**config.mk**
```make
export PLATFORM = sky130hd
export DESIGN_NAME = redirect_ctrl
export DESIGN_NICKNAME = d
export VERILOG_FILES = /design/src/rtl/redirect_ctrl.sv
export SDC_FILE = /design/constraint.sdc
export NUM_CORES = 1
export LEC_CHECK = 0
export ABC_CLOCK_PERIOD_IN_PS = 4900
export CAP_MARGIN = 20
export CORE_MARGIN = 2
export CORE_UTILIZATION = 25
export CTS_BUF_LIST = sky130_fd_sc_hd__clkbuf_8
export DETAILED_ROUTE_END_ITERATION = 16
export DONT_BUFFER_PORTS = 1
export SLEW_MARGIN = 10
export SYNTH_ARGS = -nofsm -noshare
export SYNTH_HDL_FRONTEND = slang
export SYNTH_SLANG_ARGS = --single-unit
```
**constraint.sdc**
```tcl
create_clock -name clk_i -period 4.9 [get_ports clk_i]
set_input_delay 0.98 -clock clk_i [delete_from_list [all_inputs] [get_ports clk_i]]
set_output_delay 0.98 -clock clk_i [all_outputs]
set_load 0.01 [all_outputs]
```
**src/rtl/redirect_ctrl.sv**
```systemverilog
// Control-flow redirect controller: captures taken branches and traps, hands the
// new PC to fetch over valid/ready, then holds flush for a configurable drain.
module redirect_ctrl #(
  parameter int unsigned FLUSH_CYCLES = 2,
  parameter int unsigned CNT_W        = 16
) (
  input  logic             clk_i,
  input  logic             rst_i,
  input  logic             ex_valid_i,
  input  logic             ex_branch_i,
  input  logic             ex_taken_i,
  input  logic [31:0]      ex_target_i,
  input  logic             trap_i,
  input  logic [31:0]      trap_pc_i,
  output logic             trap_ack_o,
  output logic             redirect_valid_o,
  output logic [31:0]      redirect_pc_o,
  input  logic             redirect_ready_i,
  output logic             flush_o,
  output logic             stall_o,
  output logic [CNT_W-1:0] branch_cnt_o,
  output logic [CNT_W-1:0] redirect_cnt_o
);

  typedef enum logic [1:0] {
    IDLE     = 2'd0,
    REDIRECT = 2'd1,
    DRAIN    = 2'd2
  } state_t;

  localparam logic [2:0] DRAIN_LOAD = (FLUSH_CYCLES == 0) ? 3'd0 : 3'(FLUSH_CYCLES - 1);

  state_t           r_state;
  logic [31:0]      r_pc;
  logic [2:0]       r_drain;
  logic             r_trap_ack;
  logic [CNT_W-1:0] r_branch_cnt;
  logic [CNT_W-1:0] r_redirect_cnt;

  logic w_count_br;
  logic w_handshake;

  assign w_count_br  = (r_state == IDLE) && ex_valid_i && ex_branch_i && !trap_i;
  assign w_handshake = (r_state == REDIRECT) && redirect_ready_i;

  always_ff @(posedge clk_i or posedge rst_i) begin
    if (rst_i) begin
      r_state        <= IDLE;
      r_pc           <= '0;
      r_drain        <= '0;
      r_trap_ack     <= 1'b0;
      r_branch_cnt   <= '0;
      r_redirect_cnt <= '0;
    end else begin
      r_trap_ack <= 1'b0;

      if (w_count_br && (r_branch_cnt != '1))
        r_branch_cnt <= r_branch_cnt + CNT_W'(1);
      if (w_handshake && (r_redirect_cnt != '1))
        r_redirect_cnt <= r_redirect_cnt + CNT_W'(1);

      case (r_state)
        IDLE: begin
          if (trap_i) begin
            r_pc       <= trap_pc_i;
            r_trap_ack <= 1'b1;
            r_state    <= REDIRECT;
          end else if (ex_valid_i && ex_taken_i) begin
            r_pc    <= ex_target_i;
            r_state <= REDIRECT;
          end
        end
        REDIRECT: begin
          // A pending trap waits here; it is picked up once back in IDLE or DRAIN.
          if (redirect_ready_i) begin
            if (FLUSH_CYCLES == 0) begin
              r_state <= IDLE;
            end else begin
              r_drain <= DRAIN_LOAD;
              r_state <= DRAIN;
            end
          end
        end
        DRAIN: begin
          if (trap_i) begin
            r_pc       <= trap_pc_i;
            r_trap_ack <= 1'b1;
            r_state    <= REDIRECT;
          end else if (r_drain == '0) begin
            r_state <= IDLE;
          end else begin
            r_drain <= r_drain - 3'd1;
          end
        end
        default: r_state <= IDLE;
      endcase
    end
  end

  // Outside IDLE flush is always 1; in IDLE it marks the capture cycle.
  assign flush_o          = (r_state != IDLE) || trap_i || (ex_valid_i && ex_taken_i);
  assign redirect_valid_o = (r_state == REDIRECT);
  assign stall_o          = (r_state == REDIRECT);
  assign redirect_pc_o    = r_pc;
  assign trap_ack_o       = r_trap_ack;
  assign branch_cnt_o     = r_branch_cnt;
  assign redirect_cnt_o   = r_redirect_cnt;

endmodule

```
Yosys cells after proc, flatten, opt, wreduce, memory -nomap -nowiden. Index checks and enable logic that the tools add are counted.

$add $sub $neg: 3. Multipliers: 0. Div/mod/pow operators: 0. Order comparisons: 0. Eq/ne operators: 10. Shifts and indexed selects: 0. Muxes and demuxes: 16. Bitwise gates (word level): 0. Reductions and logical operators: 19.

Operator list (number): $mux W32 (3); $pmux W32 S2 (1); $add A16 B1 Y16 const B (2); $ne A16 B16 Y1 const B (2); $mux W2 (5); $mux W3 (3); $logic_and A1 B1 Y1 (7); $ne A2 B2 Y1 const B (3); $pmux W2 S3 (1); $pmux W3 S2 (1); $reduce_and A3 Y1 (2); $reduce_bool A2 Y1 (3); $reduce_and A4 Y1 (1); $logic_not A3 Y1 (1); $ne A3 B2 Y1 const B (1); $ne A3 B3 Y1 const B (1); $sub A3 B1 Y3 const B (1); $eq A2 B1 Y1 const B (1); $eq A2 B2 Y1 const B (1); $logic_not A2 Y1 (1); $logic_or A1 B1 Y1 (2); $mux W1 (2); $ne A2 B1 Y1 const B (1); $reduce_or A2 Y1 (1); $logic_not A1 Y1 (1).

Flip-flop bits (word level): 70. Bits in latches: 0. RAM bits: 0. Bits in read-only memories: 0. Bits of input ports: 71. Memories kept: 0.

Logic depth before layout (Yosys ltp).
Depth in word-level cells: 5. Gate-level depth with buffers: 6. Gate-level depth less buffers: 6.

Worst setup path after synthesis. Ideal clock, no wire load.

Kind: input to output. Start: input ex_valid_i. End: output flush_o. Data arrival time: 1.434 ns. Required time: 3.920 ns. Setup slack: 2.486 ns. Stages: 1. Path buffers: 0. Cell sequence: a2111o_1.

Cells in the longest elaborated chain, start to end: 2.

RTL lines: from (decl) (RTL line 9) `input logic ex_valid_i,`; $logic_and A1 B1 Y1 (RTL line 101) `assign flush_o = (r_state != IDLE) || trap_i || (ex_valid_i && ex_taken_i);`; $logic_or A1 B1 Y1 (RTL line 101); to (decl) (RTL line 19) `output logic flush_o,`.

Every way passes these cells.

Final worst setup path. Ends and elaborated chain as after synthesis.

==> results.yml <==
clock_tree:
  clk_pin_slew_ns: 0.08
  post_cts_resized: 0
  worstSkewPairLatency_ns: 0.35
  cts_tree: "built"
  cts_root_buffer: "clkbuf_8"
  cts_buffers: 9
  clockBufferDepth: 2
  hold_buffers: 0
  cts_setup_buffers: 0
  cts_htree_levels: 3
  clock-sinks: 70
global_routing:
  antenna_found_initial: 0
  grt_use_total_pct: 11.2
  grt_first_pass_wirelength_um: 12400
  grt_pass1_vias: 2404
  grt-ovfl-total: 0
  grt_max_degree: 65
worst_hold_path:
  min_path_type: "reg -> reg"
  hold_depth: 1
  hold_start: "r_drain[0]$_DFFE_PP0P_"
  min_to: "r_drain[0]$_DFFE_PP0P_"
final_layout:
  num_antenna_cells: 0
  area_growth_pct: 11.7
  finalNonFillerCells: 497
  fin_nets: 391
  final_common_cell: "dfrtp_1"
  layout_common_cells: "dfrtp_1 (70), nand2_1 (41), o21ai_0 (34)"
  fin_util_pct: 28.4
  drive_above_1_share_pct: 9.35
critical_path:
  path_cells: "a2111o_1"
  worstSetupEndpointType: "output pin"
  ff2ff_setup_slack_ns: 2.84
  startpoint_type: "input pin"
  crit_family: "compound AO/OA/AOI/OAI gates"
  crit_type: "in -> out"
  reg2reg_from: "redirect_cnt_o[4]$_DFFE_PP0P_"
  r2r_cells: 4
  crit_path_top_delay_cell: "a2111o_1"
  critPathRequiredTime_ns: 3.92
  cp_slowest_stage_delay_ns: 0.52
  r2r_end: "redirect_cnt_o[1]$_DFFE_PP0P_"
  crit_buf_inv: 0
  worst-path-max-fanout: 3
  critPathArrivalTime_ns: 1.50
floorplan:
  core_region_area_sq_um: 13100
  ios: 139
  rows: 42
  die-area_sq_um: 14300
  initial_utilization_pct: 25.4
  die_y_um: 120
  die_x_um: 120
outcome:
  status: "finished, final reports clean"
yosys:
  ys_warn_count: 0
  syn_nets: 389
  postSynthCellCount: 314
  syn_avg_cell_area_sq_um: 10.6
  ys_types: 38
  syn_area_sq_um: 3340
  ys_seq_elements: 70
  ys_seq_area_share_pct: 52.5
pwr:
  peakVddDrop_uv: 235
  p_per_area_nw_per_um2: 516
  p_leak_uw: 0.00164
  seq_power_share_pct: 53.7
  internal-power_uw: 1150
  swShare_pct: 40.4
  pwr-share-comb_pct: 24.1
  switching_power_uw: 777
  clockPowerShare_pct: 22.2
detailed_routing:
  drtIter0Drc: 140
  firstDrtPassIters: 5
  via_count: 2342
  ant_nets: 0
  drc: 0
  wl_per_cell_um: 15.4
  viasPerCell: 4.71
  wirelength_um: 7660
timing:
  maxSlewHeadroom_pct: 54.7
  fin_setup_tns_ns: 0
  period_needed_ns: 2.48
  finalHoldViolations: 0
  setup_slack_ns: 2.42
  tightest_slew_ns: 0.679
  fmax_mhz: 403
  fin_crit_sh_pct: 50.7
  slew_violations: 0
  rsz0062_at_grt: "false"
  skew_ns: 0.0136
  finalSetupViolCount: 0
placement:
  dp_slack_ns: 2.41
  dp.cells: 480
  port_buffers: 0
  dp_hpwl_um: 5480
  gp_congestion: 0.847
run:
  maxCapViolations: 0
[per-layer routing]
layer / vias up / part of all wire, % / wire length, um / track usage, %
li1: 1118 / - / - / -
met1: 1075 / 40 / 3060 / 12.6
met2: 136 / 48 / 3710 / 18.7
met3: 13 / 9.2 / 705 / 4.47
met4: 0 / 2.4 / 183 / 5.22
met5: - / 0 / 0 / 0
[kinds of logic (layout without fill, tap and decap cells)]
family	Yosys count	in the layout	share of synthesized area (%)
multiplexers	35	35	10.6
adder cells (fa/ha/maj)	4	4	1.50
AND/OR/NAND/NOR	114	114	18.1
flip-flops	70	70	52.5
buffers and inverters	18	25	2.47
AO/OA/AOI/OAI	44	44	7.23
XOR/XNOR	29	29	7.61
[cells in the mapped netlist (all sizes together)]
| library cell | number | area [sq um] |
|---|---|---|
| dfrtp | 70 | 1750 |
| nand2 | 41 | 154 |
| o21ai | 35 | 175 |
| mux2i | 32 | 320 |
| xor2 | 19 | 166 |
| nand3 | 11 | 55.1 |
| nand4 | 11 | 68.8 |
| nor3 | 10 | 50.1 |
| xnor2 | 10 | 87.6 |
| nor2 | 9 | 33.8 |
| clkbuf | 7 | 26.3 |
| nor4 | 7 | 62.6 |
| inv | 6 | 22.5 |
| and3 | 5 | 31.3 |
| buf | 5 | 33.8 |
| ha | 4 | 50.1 |
| nand3b | 4 | 30.0 |
| or3 | 4 | 30.0 |
| a21oi | 3 | 15.0 |
| mux2 | 3 | 33.8 |
| nor2b | 3 | 18.8 |
| a211oi | 2 | 15.0 |
| nor4b | 2 | 17.5 |
| or2 | 2 | 12.5 |
| a2111o | 1 | 11.3 |
| a41oi | 1 | 8.76 |
| and2 | 1 | 6.26 |
| and4 | 1 | 8.76 |
| nand2b | 1 | 6.26 |
| nor3b | 1 | 7.51 |
| o21a | 1 | 7.51 |
| o31a | 1 | 8.76 |
| or4 | 1 | 11.3 |
[how the worst max path moves through the flow]
stage,startpoint,endpoint,slack (ns),cells after the start
finish,ex_valid_i,flush_o,2.42,1
global placement,ex_valid_i,flush_o,2.41,1
CTS,ex_valid_i,flush_o,2.41,1
global route,ex_valid_i,flush_o,2.40,1
detailed placement,ex_valid_i,flush_o,2.41,1
floorplan,rst_i,branch_cnt_o[0]$_DFFE_PP0P_,2.15,1
[area by class of cell]
class,count,area [sq um]
Fill cell,1382,9410
Inverter,6,22.5
Clock buffer,10,138
Sequential cell,70,1750
Multi-Input combinational cell,226,1520
Clock inverter,6,40.0
Timing Repair Buffer,3,35.0
Tap cell,176,220
[state kept, by name (all words and copies together) (netlist names)]
signal,flops
branch_cnt_o,16
r_drain,3
r_state,2
redirect_cnt_o,16
redirect_pc_o,32
trap_ack_o,1
[power groups by stage]
stage               Combinational [uW]  Clock [uW]  Sequential, uW
CTS                                473         454            1040
finish                             464         428            1030
global route                       553         478            1070
floorplan                          406           0             974
global placement                   455           0            1040
detailed placement                 481           0            1050
[through the flow]
step                      total power [uW]  hold slack, ns  area [sq um]
final                                 1920           0.550          3730
after global routing                  2100           0.579          3730
after floorplan                       1380           0.502          3340
after global placement                1500           0.517          3530
after CTS                             1970           0.546          3710
after detailed placement              1530           0.527          3530
Note: power is estimated with default switching activity, not from simulation.
